--- config.mk ---
export PLATFORM = sky130hd
export DESIGN_NAME = ps2_keyboard
export DESIGN_NICKNAME = d
export VERILOG_FILES = /design/src/rtl/ps2_keyboard.sv
export SDC_FILE = /design/constraint.sdc
export NUM_CORES = 1
export LEC_CHECK = 0
export CAP_MARGIN = 20
export CORE_UTILIZATION = 45
export CTS_BUF_LIST = sky130_fd_sc_hd__clkbuf_16
export CTS_CLUSTER_SIZE = 24
export DETAILED_ROUTE_END_ITERATION = 6
export PLACE_DENSITY = 0.68
export SYNTH_ARGS = -nofsm -noshare
export SYNTH_HDL_FRONTEND = slang
export SYNTH_SLANG_ARGS = --single-unit
export TNS_END_PERCENT = 100
--- constraint.sdc ---
create_clock -name clock -period 1.6 [get_ports clock]
set_input_delay 0.24 -clock clock [delete_from_list [all_inputs] [get_ports clock]]
set_output_delay 0.24 -clock clock [all_outputs]
set_load 0.005 [all_outputs]
--- src/rtl/ps2_keyboard.sv ---
// PS/2 scan-code-set-2 receiver: 2-flop sync, FILTER-deep clock filter, F0/E0/E1 prefix resolution; strb 12 cycles after stop fall, no backpressure (strobes are >= 1 frame apart).
// Optional odd-parity qualification when PS2_PARITY_EN is defined; otherwise the parity bit is ignored.
module ps2_keyboard #(
  parameter int FILTER  = 8,
  parameter int TIMEOUT = 56000
) (
  input  logic       clock,
  input  logic       reset,
  input  logic       ps2Ck,
  input  logic       ps2D,
  output logic       strb,
  output logic       make,
  output logic [7:0] code,
  output logic       ext,
  output logic       err
);

  localparam int TW = $clog2(TIMEOUT + 1);
  localparam logic [TW-1:0] TMO_LAST = TW'(TIMEOUT - 1);

  typedef enum logic [1:0] {S_IDLE, S_DATA, S_PARITY, S_STOP} state_t;

  logic              ck_s1_q, ck_s2_q, d_s1_q, d_s2_q;
  logic [FILTER-1:0] filt_q;
  logic              fck_q, fall_q, bit_q;

  state_t            state_q, state_d;
  logic [2:0]        cnt_q, cnt_d;
  logic [7:0]        sh_q, sh_d;
  logic              brk_q, brk_d, extf_q, extf_d;
  logic              strb_q, strb_d, err_q, err_d;
  logic              make_q, make_d, ext_q, ext_d;
  logic [7:0]        code_q, code_d;
  logic [TW-1:0]     tmo_q, tmo_d;
  logic              frame_ok, is_resp, drop;

  // Front end: synchronise, filter, and register the fck fall with its data sample.
  always_ff @(posedge clock) begin
    if (reset) begin
      ck_s1_q <= 1'b1;
      ck_s2_q <= 1'b1;
      d_s1_q  <= 1'b1;
      d_s2_q  <= 1'b1;
      filt_q  <= '1;
      fck_q   <= 1'b1;
      fall_q  <= 1'b0;
      bit_q   <= 1'b1;
    end else begin
      ck_s1_q <= ps2Ck;
      ck_s2_q <= ck_s1_q;
      d_s1_q  <= ps2D;
      d_s2_q  <= d_s1_q;
      filt_q  <= {filt_q[FILTER-2:0], ck_s2_q};
      if (&filt_q)       fck_q <= 1'b1;
      else if (~|filt_q) fck_q <= 1'b0;
      fall_q  <= fck_q & ~|filt_q;
      bit_q   <= d_s2_q;
    end
  end

`ifdef PS2_PARITY_EN
  logic par_q, par_d;
  assign frame_ok = bit_q & (^{sh_q, par_q});
`else
  assign frame_ok = bit_q;
`endif

  assign is_resp = (sh_q == 8'hAA) || (sh_q == 8'hFA) || (sh_q == 8'hFE) ||
                   (sh_q == 8'hEE) || (sh_q == 8'h00) || (sh_q == 8'hFF);
  assign drop    = is_resp & ~brk_q & ~extf_q;

  always_comb begin
    state_d = state_q;
    cnt_d   = cnt_q;
    sh_d    = sh_q;
    brk_d   = brk_q;
    extf_d  = extf_q;
    strb_d  = 1'b0;
    err_d   = 1'b0;
    make_d  = make_q;
    code_d  = code_q;
    ext_d   = ext_q;
    tmo_d   = tmo_q;
`ifdef PS2_PARITY_EN
    par_d   = par_q;
`endif
    if (fall_q) begin
      // A bit edge always beats a coincident timeout.
      tmo_d = '0;
      case (state_q)
        S_IDLE: begin
          if (!bit_q) begin
            state_d = S_DATA;
            cnt_d   = 3'd0;
          end else begin
            err_d = 1'b1;
          end
        end
        S_DATA: begin
          sh_d  = {bit_q, sh_q[7:1]};
          cnt_d = cnt_q + 3'd1;
          if (cnt_q == 3'd7) state_d = S_PARITY;
        end
        S_PARITY: begin
`ifdef PS2_PARITY_EN
          par_d = bit_q;
`endif
          state_d = S_STOP;
        end
        S_STOP: begin
          state_d = S_IDLE;
          if (!frame_ok) begin
            err_d = 1'b1;
          end else if (sh_q == 8'hF0) begin
            brk_d = 1'b1;
          end else if ((sh_q == 8'hE0) || (sh_q == 8'hE1)) begin
            extf_d = 1'b1;
          end else if (!drop) begin
            strb_d = 1'b1;
            code_d = sh_q;
            make_d = ~brk_q;
            ext_d  = extf_q;
            brk_d  = 1'b0;
            extf_d = 1'b0;
          end
        end
        default: state_d = S_IDLE;
      endcase
    end else if (state_q != S_IDLE) begin
      if (tmo_q == TMO_LAST) begin
        state_d = S_IDLE;
        err_d   = 1'b1;
        tmo_d   = '0;
      end else begin
        tmo_d = tmo_q + 1'b1;
      end
    end else begin
      tmo_d = '0;
    end
  end

  always_ff @(posedge clock) begin
    if (reset) begin
      state_q <= S_IDLE;
      cnt_q   <= 3'd0;
      sh_q    <= 8'h00;
      brk_q   <= 1'b0;
      extf_q  <= 1'b0;
      strb_q  <= 1'b0;
      err_q   <= 1'b0;
      make_q  <= 1'b0;
      code_q  <= 8'h00;
      ext_q   <= 1'b0;
      tmo_q   <= '0;
`ifdef PS2_PARITY_EN
      par_q   <= 1'b0;
`endif
    end else begin
      state_q <= state_d;
      cnt_q   <= cnt_d;
      sh_q    <= sh_d;
      brk_q   <= brk_d;
      extf_q  <= extf_d;
      strb_q  <= strb_d;
      err_q   <= err_d;
      make_q  <= make_d;
      code_q  <= code_d;
      ext_q   <= ext_d;
      tmo_q   <= tmo_d;
`ifdef PS2_PARITY_EN
      par_q   <= par_d;
`endif
    end
  end

  assign strb = strb_q;
  assign err  = err_q;
  assign make = make_q;
  assign code = code_q;
  assign ext  = ext_q;

endmodule

==> summary.txt, run 1 <==
STA
  • Final hold vios: 0
  • Fin crit period: 1.58 ns
  • Worst-Margin Slew: 0.403 ns
  • Max-slew violations: 0
  • Fmax: 634 MHz
  • Post-Route Setup TNS: 0 ns
  • Clock skew: 0.00309 ns
  • Slew HR: 0.729
  • Crit share post-route: 0.986
  • Final setup vio count: 0
  • Hold Slack: 0.403 ns

Layout
  • Diodes inserted: 0
  • Final instance area: 3090 um2
  • Nets: 311
  • Layout cells sized above 1: 0.197
  • Filler cell count: 495
  • Area Growth Syn to Fin: 28.0%

Routing
  • Detailed Route WL: 4530 um
  • # DRC: 0
  • Iter 0 DRT Violations: 68
  • Antenna-violating nets left: 0
  • DR WL/cell: 12.1 um
  • Vias/cell: 5.08
  • First-pass DRT Iterations: 4
  • Via count: 1904

Synth
  • Yosys top cell by area: dfxtp_1
  • Number of flops mapped to enable cells by yosys: 0
  • Synthesized area: 2410 um2
  • Main area contributors after synthesis: dfxtp_1, nand2b_1, mux2i_1, nor2_1, ha_1
  • Synthesized area per cell: 9.10 um2
  • Primary FF master, synth: dfxtp_1
  • Yosys reg bits: 58
  • Yosys warnings: 0
  • Post-Syn Nets: 276
  • Area share of the largest cell type after synthesis: 0.482
  • Most frequent cell after synthesis: dfxtp_1
  • Syn Inst Count: 265
  • Register area share after synthesis: 0.482
  • Async S/R FF share, synth: 0
  • Synth top cells by count: dfxtp_1, nor2_1, nand2b_1
  • Count of cell types in the netlist: 35

Clock network
  • Root Buffer: clkbuf_16
  • Clock buffer depth: 2
  • Clk sinks: 58
  • H-tree Lvls: 3
  • Clock-pin slew on the worst setup and hold paths: 0.05 ns
  • Clk_lat worst skew: 0.32 ns
  • Hold-fix buffers, CTS: 0
  • CTS tree: yes
  • CTS buffer count: 9

Critical path
  • Reg2reg path depth: 5
  • Flop2flop setup slack: 0.02 ns
  • Critical Path AT: 1.78 ns
  • WS Path Type: reg2reg
  • CP peak stage delay: 0.44 ns
  • FF-to-FF Start: sh_q[0]
  • Buf+Inv Stages, Crit Path: 1
  • Worst EP required: 1.81 ns
  • Crit path from: sh_q[0]
  • Crit path to: strb
  • Worst R2R End: strb
  • WP depth: 5
  • Startpoint types: flop
  • CP max FO: 7
  • CP max-delay cell: nor4_1
  • Largest delay share family, worst path: simple AND/OR/NAND/NOR gates
  • CP Capture Type: flop
  • Worst-path cell chain: nor4_1, nand3_1, and3_4, buf_4, nor2b_1

GRT
  • Vias in the first global route: 1691
  • Gr ovfl total: 0
  • Tot GR Track Use: 0.181
  • Antenna violations before repair: 0
  • First-pass GRT wire length: 7400 um
  • Largest net degree at the start of global routing: 27

Place
  • Buffers on Ports: 15
  • Area after DPL: 2740 um2
  • Final GP Congestion: 0.739
  • Hpwl dp: 2980 um

Outcome
  • Status: completed

Power and ir drop
  • Worst VDD drop: 0.844 mV
  • Power Dens Cells: 1090 nW/um2
  • Static Leak: 0.00113 uW

Floorplanning
  • I/O pin total: 16
  • CORE AREA: 5140 um2
  • Die W: 75.2 um
  • Die Span Y: 75.2 um
  • Die ar.: 5650 um2
  • Initial Util: 0.469
  • Std cell rows: 26

Hold path
  • Hold Crit Class: reg2reg
  • Worst Hold Depth: 1

Run
  • Max-cap violations: 0
==> kinds of logic (layout without fill, tap and decap cells) <==
group | count (synthesis) | in the layout | synth area share
compound gates | 29 | 29 | 0.0685
xor+xnor | 14 | 14 | 0.0509
fa+ha+maj | 7 | 7 | 0.0363
buf+inv | 17 | 57 | 0.0311
flops | 58 | 58 | 0.482
mux | 10 | 10 | 0.0415
simple gates | 130 | 130 | 0.290
==> repair_timing <==
item / in CTS / in global routing
buffers inserted: 0 / 1
pin swaps: 0 / 3
setup endpoints to repair: 4 / 28
resized for setup: 4 / 13
==> cells in the final DEF, fill, tap and decap left out, types with 2 or more instances in the layout <==
cell / instances
dfxtp_1: 54
nand3b_1: 2
a22oi_1: 2
nand2_1: 19
clkdlybuf4s50_1: 15
xnor2_1: 5
clkinv_1: 2
buf_4: 21
and3_1: 7
clkbuf_16: 9
dfxtp_2: 4
xor2_1: 9
a21oi_1: 13
ha_1: 6
nand3_1: 16
mux2i_1: 10
nor2_1: 25
nor3_1: 3
nand2b_1: 21
o21ai_0: 4
inv_1: 8
nand4_1: 6
or2_2: 13
nor4_1: 5
a21oi_2: 2
a31oi_1: 2
o211ai_1: 2
==> sequential cells by signal, summed over array words and instances, names as in the netlist, 2 cells and up <==
name and count:
filt_q 8, cnt_q 3, tmo_q 16, state_q 2
code 8, sh_q 8
==> metal layers <==
layer / share of wire / global-route usage / up-vias / routed length, um
met3: 0.035 / 0.0843 / 6 / 157
li1: - / - / 980 / -
met5: 0 / 0 / - / 0
met2: 0.50 / 0.284 / 18 / 2250
met4: 0.018 / 0.0802 / 0 / 80
met1: 0.45 / 0.212 / 900 / 2050
==> worst min-delay path by stage <==
| stage | startpoint | to | slack [ns] |
|---|---|---|---|
| 6_report | d_s1_q | d_s2_q | 0.40 |
| 5_1_grt | d_s2_q | bit_q | 0.42 |
| 4_1_cts | d_s1_q | d_s2_q | 0.41 |
| 3_5_place_dp | d_s2_q | bit_q | 0.40 |
| 3_3_place_gp | d_s1_q | d_s2_q | 0.39 |
| 2_1_floorplan | ps2Ck | ck_s1_q | 0.34 |
==> power by group <==
part / leakage, uW / switching [uW] / internal [uW] / total (uW)
Sequential: 0.000471 / 10.5 / 1460 / 1470
Clock: 0.000148 / 597 / 1170 / 1770
Combinational: 0.000515 / 65.4 / 53.4 / 119
==> area by class of cell <==
cell class	count	area [um2]	area share
multi-input combinational	190	1230	0.398
sequential	58	1170	0.378
timing repair buffer	36	308	0.0997
clock buffer	9	225	0.0730
tap	70	87.6	0.0284
clock inverter	7	53.8	0.0174
inverter	5	18.8	0.00608
==> through the flow <==
stage | worst slack (ns) | util | power, uW | instances
finish | 0.0226 | 0.601 | 3360 | 375
global route | -0.0514 | 0.601 | 3480 | 375
CTS | 0.000320 | 0.590 | 3400 | 374
detailed placement | 0.00830 | 0.534 | 1620 | 358
global placement | 0.0392 | 0.534 | 1610 | 358
floorplan | 0.126 | - | 1570 | 265
Power figures use the tool's default switching activity.
==> run 2: changes to the inputs <==
- CAP_MARGIN: 20 -> 15
- CORE_MARGIN: not set -> 3
==> run 2 against run 1 <==
Against the previous run: die area up 11%; combinational power increased by 3%; clock skew rose by 0.0026 ns; register-to-register slack improved by 0.04 ns; count of clock-buffer cells in the layout unchanged; critical path depth rose by 1; critical path type unchanged; critical endpoint is now make; largest cell class unchanged; highest routed layer unchanged.
==> summary.txt, run 2 (same netlist as run 1, synthesis figures left out) <==
Run
  • Max-cap violations: 0 (unchanged)

STA
  • Fin crit period: 1.54 ns (-0.0393 ns)
  • Max-slew violations: 0 (unchanged)
  • Worst Setup Slack, final: 0.0619 ns (+0.0393 ns)
  • Slew HR: 0.783 (+0.0538)
  • Hold Slack: 0.406 ns (+0.00317 ns)
  • Clock skew: 0.00571 ns (+0.00262 ns)
  • Final setup vio count: 0 (unchanged)
  • Fmax: 650 MHz (+2.6%)
  • Worst-Margin Slew: 0.325 ns (-0.0778 ns)
  • Final hold vios: 0 (unchanged)
  • Crit share post-route: 0.961 (-0.0246)
  • Post-Route Setup TNS: 0 ns (unchanged)

Clock network
  • CTS buffer count: 9 (unchanged)
  • CTS tree: yes
  • Clk_lat worst skew: 0.33 ns (about the same)
  • Clock-pin slew on the worst setup and hold paths: 0.05 ns (about the same)
  • H-tree Lvls: 3 (unchanged)
  • Root Buffer: clkbuf_16
  • Hold-fix buffers, CTS: 0 (unchanged)
  • Clk sinks: 58 (unchanged)
  • Clock buffer depth: 2 (unchanged)

Critical path
  • Buf+Inv Stages, Crit Path: 1 (unchanged)
  • CP peak stage delay: 0.44 ns (about the same)
  • CP max FO: 6 (-1)
  • FF-to-FF Start: sh_q[5]
  • Critical Path AT: 1.76 ns (-0.02 ns)
  • Worst EP required: 1.82 ns (about the same)
  • Worst-path cell chain: nand2_1, nor4_1, o21ai_0, and3_1, buf_4, o21a_1
  • WS Path Type: reg2reg
  • Startpoint types: flop
  • Largest delay share family, worst path: simple AND/OR/NAND/NOR gates
  • CP Capture Type: flop
  • Flop2flop setup slack: 0.06 ns (+0.04 ns)
  • Worst R2R End: make
  • CP max-delay cell: dfxtp_1
  • Reg2reg path depth: 6 (+1)

GRT
  • First-pass GRT wire length: 7560 um (+2.1%)
  • Antenna violations before repair: 0 (unchanged)
  • Largest net degree at the start of global routing: 30 (+11%)
  • Vias in the first global route: 1725 (+2.0%)
  • Gr ovfl total: 0 (unchanged)
  • Tot GR Track Use: 0.156 (-0.0248)

Place
  • Dpl ws: 0.0481 ns (+0.0398 ns)
  • Final GP Congestion: 0.772 (+4.4%)
  • Hpwl dp: 2990 um (+0.53%)
  • Buffers on Ports: 15 (unchanged)

Hold path
  • End of the worst hold path: d_s2_q
  • Hold path start: d_s1_q
  • Hold Crit Class: reg2reg
  • Worst Hold Depth: 1 (unchanged)

Power and ir drop
  • Static Leak: 0.00115 uW (+1.4%)
  • Worst VDD drop: 0.685 mV (-19%)
  • Power Dens Cells: 1150 nW/um2 (+6.1%)

Layout
  • Largest register FFs: 16 (unchanged)
  • Register area: 1170 um2 (unchanged)
  • Diodes inserted: 0 (unchanged)
  • Filler cell count: 463 (-6.5%)
  • Most common cell after layout, fill and taps aside: dfxtp_1
  • Layout cells sized above 1: 0.209 (+0.0124)
  • Fin util: 0.610 (+0.00901)
  • Area Growth Syn to Fin: 29.9%
  • Most frequent cells in the layout: dfxtp_1, nor2_1, nand2b_1, buf_4, nand2_1
  • Nets: 312 (+0.32%)
  • Area occupied by multi-input gates: 1220 um2 (-0.41%)
  • Biggest register: tmo_q

Routing
  • Vias/cell: 4.99 (-1.7%)
  • Iter 0 DRT Violations: 93 (+37%)
  • Via count: 1877 (-1.4%)
  • First-pass DRT Iterations: 4 (unchanged)
  • Detailed Route WL: 4640 um (+2.3%)
  • # DRC: 0 (unchanged)
  • Antenna-violating nets left: 0 (unchanged)
  • DR WL/cell: 12.3 um (+2.1%)

Floorplanning
  • Die ar.: 6270 um2 (+11%)
  • Initial Util: 0.469 (unchanged)
  • Std cell rows: 26 (unchanged)
  • Die Span Y: 79.2 um (+5.3%)
  • CORE AREA: 5140 um2 (unchanged)
  • Die W: 79.2 um (+5.3%)
  • I/O pin total: 16 (unchanged)

Outcome
  • Status: completed
run 2: layout make-up:
class	instances	share of cell area
inverter	5	0.00599
tap	70	0.0280
timing repair buffer	37	0.102
clock inverter	7	0.0300
multi-input combinational	190	0.390
sequential	58	0.372
clock buffer	9	0.0719
run 2: routing by layer:
layer,vias up,wire (um),global-route usage
met5,-,0,0
met4,0,111,0.0979
met3,11,126,0.0476
met2,21,2270,0.241
met1,867,2130,0.189
li1,978,-,-
run 2: worst max-delay path by stage:
stage               startpoint         to  cells past startpoint
finish                 sh_q[5]       make                      6
global route           sh_q[5]       make                      6
CTS                 state_q[0]    code[5]                      6
detailed placement  state_q[0]    code[4]                      6
global placement      tmo_q[1]        err                      5
floorplan            tmo_q[10]  tmo_q[15]                      7
run 2: power breakdown:
group          internal, uW  leakage (uW)  switching (uW)
combinational          58.3      0.000528            65.2
clock                  1360      0.000151             665
sequential             1460      0.000471            10.7
run 2: stage by stage:
step | cells | power (uW) | instance area, um2
floorplan | 265 | 1570 | 2410
global placement | 359 | 1620 | 2750
detailed placement | 359 | 1620 | 2750
CTS | 375 | 3650 | 3070
global route | 376 | 3720 | 3130
finish | 376 | 3620 | 3130
run 2: what timing repair did:
action,CTS,global route
resized for setup,0,15
endpoints found under the setup margin,0,28
buffers inserted,0,1
hold endpoints to repair,0,0
==> run 3: changes to the inputs <==
- CELL_PAD_IN_SITES_DETAIL_PLACEMENT: not set -> 1
- CELL_PAD_IN_SITES_GLOBAL_PLACEMENT: not set -> 2
- CORE_UTILIZATION: 45 -> 39
- DONT_BUFFER_PORTS: not set -> 1
- PLACE_DENSITY: 0.68 -> 0.83
- clock period: 1.6 -> 1.5 ns (I/O delays scaled with it)
==> run 3 against run 2 <==
Against the previous run: clock skew down 0.0014 ns; via count grew 3.2%; combinational power is 6% lower; the flow now finishes with violations (negative hold slack); sequential power up 7%; flip-flop and latch count is the same; count of clock-buffer cells in the layout is the same; total power up 9.7%; largest cell class unchanged; largest power group unchanged.
==> summary.txt, run 3 (same netlist as run 1, synthesis figures left out) <==
STA
  • Post-Route Setup TNS: 0 ns (unchanged)
  • Unrepaired setup endpoints after global routing: true
  • Clock skew: 0.00435 ns (-0.00136 ns)
  • Max-slew violations: 0 (unchanged)
  • Final setup vio count: 0 (unchanged)
  • Crit share post-route: 0.985 (+0.0237)
  • Fin crit period: 1.48 ns (-0.0605 ns)
  • Worst Setup Slack, final: 0.0224 ns (-0.0395 ns)
  • Fmax: 677 MHz (+4.1%)
  • Slew HR: 0.792 (+0.00928)
  • Worst-Margin Slew: 0.310 ns (-0.0144 ns)
  • Final hold vios: 17 (+17)
  • Hold Slack: -0.0299 ns (-0.436 ns)

Power and ir drop
  • Combinational Power Share: 0.029 (-0.005)
  • Worst VDD drop: 0.718 mV (+4.9%)
  • Power share of the clock group: 0.576 (+0.017)
  • Internal Power: 3220 uW (+12%)
  • Static Leak: 0.00119 uW (+3.2%)
  • Power Dens Cells: 1230 nW/um2 (+6.7%)
  • Sw Ratio: 0.189 (-0.0164)
  • Share of power burned in registers: 0.395 (-0.012)
  • Sw Pwr: 748 uW (+0.88%)
  • Final Power: 3970 uW (+9.7%)

Layout
  • Largest register FFs: 16 (unchanged)
  • Filler cell count: 688 (+49%)
  • Most frequent cells in the layout: dfxtp_1, buf_4, nor2_1, nand2b_1, nand2_1
  • Layout cells sized above 1: 0.270 (+0.0612)
  • Nets: 313 (+0.32%)
  • Most common cell after layout, fill and taps aside: dfxtp_1
  • Final instance area: 3220 um2 (+2.8%)
  • Area Growth Syn to Fin: 33.6%
  • Diodes inserted: 0 (unchanged)
  • Biggest register: tmo_q

Floorplanning
  • Die W: 84.6 um (+6.9%)
  • Die ar.: 7160 um2 (+14%)
  • I/O pin total: 16 (unchanged)
  • CORE AREA: 5960 um2 (+16%)
  • Initial Util: 0.405 (-0.0643)
  • Std cell rows: 28 (+7.7%)
  • Die Span Y: 84.6 um (+6.9%)

Clock network
  • Hold-fix buffers, CTS: 6 (+6)
  • Clock buffer depth: 2 (unchanged)
  • CTS buffer count: 9 (unchanged)
  • CTS tree: yes
  • Clk sinks: 58 (unchanged)
  • Clk_lat worst skew: 0.32 ns (about the same)
  • Clock-pin slew on the worst setup and hold paths: 0.05 ns (about the same)
  • H-tree Lvls: 3 (unchanged)
  • Root Buffer: clkbuf_16

Hold path
  • Hold Crit Class: in2reg
  • Hold path start: reset

Critical path
  • CP max FO: 4 (-2)
  • Worst EP required: 1.74 ns (-0.08 ns)
  • FF-to-FF Start: sh_q[2]
  • Crit path from: sh_q[2]
  • WS Path Type: reg2reg
  • CP Capture Type: flop
  • Startpoint types: flop
  • Critical Path AT: 1.71 ns (-0.05 ns)

GRT
  • Antenna violations before repair: 0 (unchanged)
  • First-pass GRT wire length: 8890 um (+18%)
  • Vias in the first global route: 1944 (+13%)
  • Largest net degree at the start of global routing: 52 (+73%)
  • Gr ovfl total: 0 (unchanged)
  • Tot GR Track Use: 0.156 (about the same)

Routing
  • Antenna-violating nets left: 0 (unchanged)
  • Iter 0 DRT Violations: 71 (-24%)
  • Via count: 1938 (+3.2%)
  • Detailed Route WL: 5090 um (+9.9%)
  • Vias/cell: 5.07 (+1.6%)
  • DR WL/cell: 13.3 um (+8.1%)
  • # DRC: 0 (unchanged)
  • First-pass DRT Iterations: 4 (unchanged)

Outcome
  • Failing checks: negative hold slack
  • Status: finished with violations

Run
  • Max-cap violations: 0 (unchanged)

Place
  • Final GP Congestion: 0.789 (+2.3%)
  • Area after DPL: 2670 um2 (-2.8%)
  • Hpwl dp: 3290 um (+10%)
  • Dpl ws: -0.0915 ns (-0.140 ns)
  • Buffers on Ports: 0 (-15)
## run 3: cell count changes in the layout (fill, tap and decap cells not counted), sizes merged
| cell | previous run | this run |
|---|---|---|
| clkinv | 3 | 2 |
| clkdlybuf4s50 | 15 | 0 |
| dlygate4sd3 | 0 | 6 |
| clkinvlp | 2 | 1 |
| inv | 5 | 6 |
| buf | 22 | 32 |
| bufinv | 2 | 3 |
## run 3: worst max-delay path, cell delays in order, from the launching register on
cell      delay, ns
dfxtp_4        0.36
buf_6          0.12
o21bai_1       0.12
a21boi_1       0.08
o21ai_1        0.16
and3_4         0.22
buf_6          0.11
mux2i_1        0.22
## run 3: power by group through the flow
stage / Combinational [uW] / Sequential [uW] / Clock [uW]
floorplan: 78.6 / 1600 / 0
global placement: 105 / 1600 / 0
detailed placement: 106 / 1600 / 0
CTS: 113 / 1570 / 2330
global route: 132 / 1570 / 2410
finish: 116 / 1570 / 2290
## run 3: area by class of cell
type,instances,area [um2],area share
clock inverter,7,109,0.0338
timing repair buffer,38,319,0.0991
clock buffer,9,225,0.0699
inverter,5,18.8,0.00583
multi-input combinational,190,1280,0.397
sequential,58,1170,0.365
tap,75,93.8,0.0291
## run 3: worst paths after layout
kind               endpoint  slack [ns]  depth (start not counted)
setup / recovery        ext        0.02                          7
hold / removal      sh_q[4]       -0.03                          1
setup reg to reg        ext        0.02                          7
hold reg to reg   filt_q[0]        0.41                          1
## run 3: metal layers
metal,track usage,vias up,share of wire
li1,-,978,-
met1,0.193,924,0.48
met2,0.249,26,0.47
met3,0.0383,10,0.029
met4,0.0863,0,0.020
met5,0,-,0
## run 3: per-stage QoR
step / util / cells
finish: 0.541 / 382
global route: 0.541 / 382
CTS: 0.519 / 380
detailed placement: 0.449 / 358
global placement: 0.449 / 358
floorplan: - / 265
## run 3: what timing repair did
action                     4_1_cts  5_1_grt
setup endpoints to repair       17       31
buffers inserted                 0        2
gates cloned                     0        0
hold endpoints to repair        23       17
resized for setup                7       31
pin swaps                        2        8
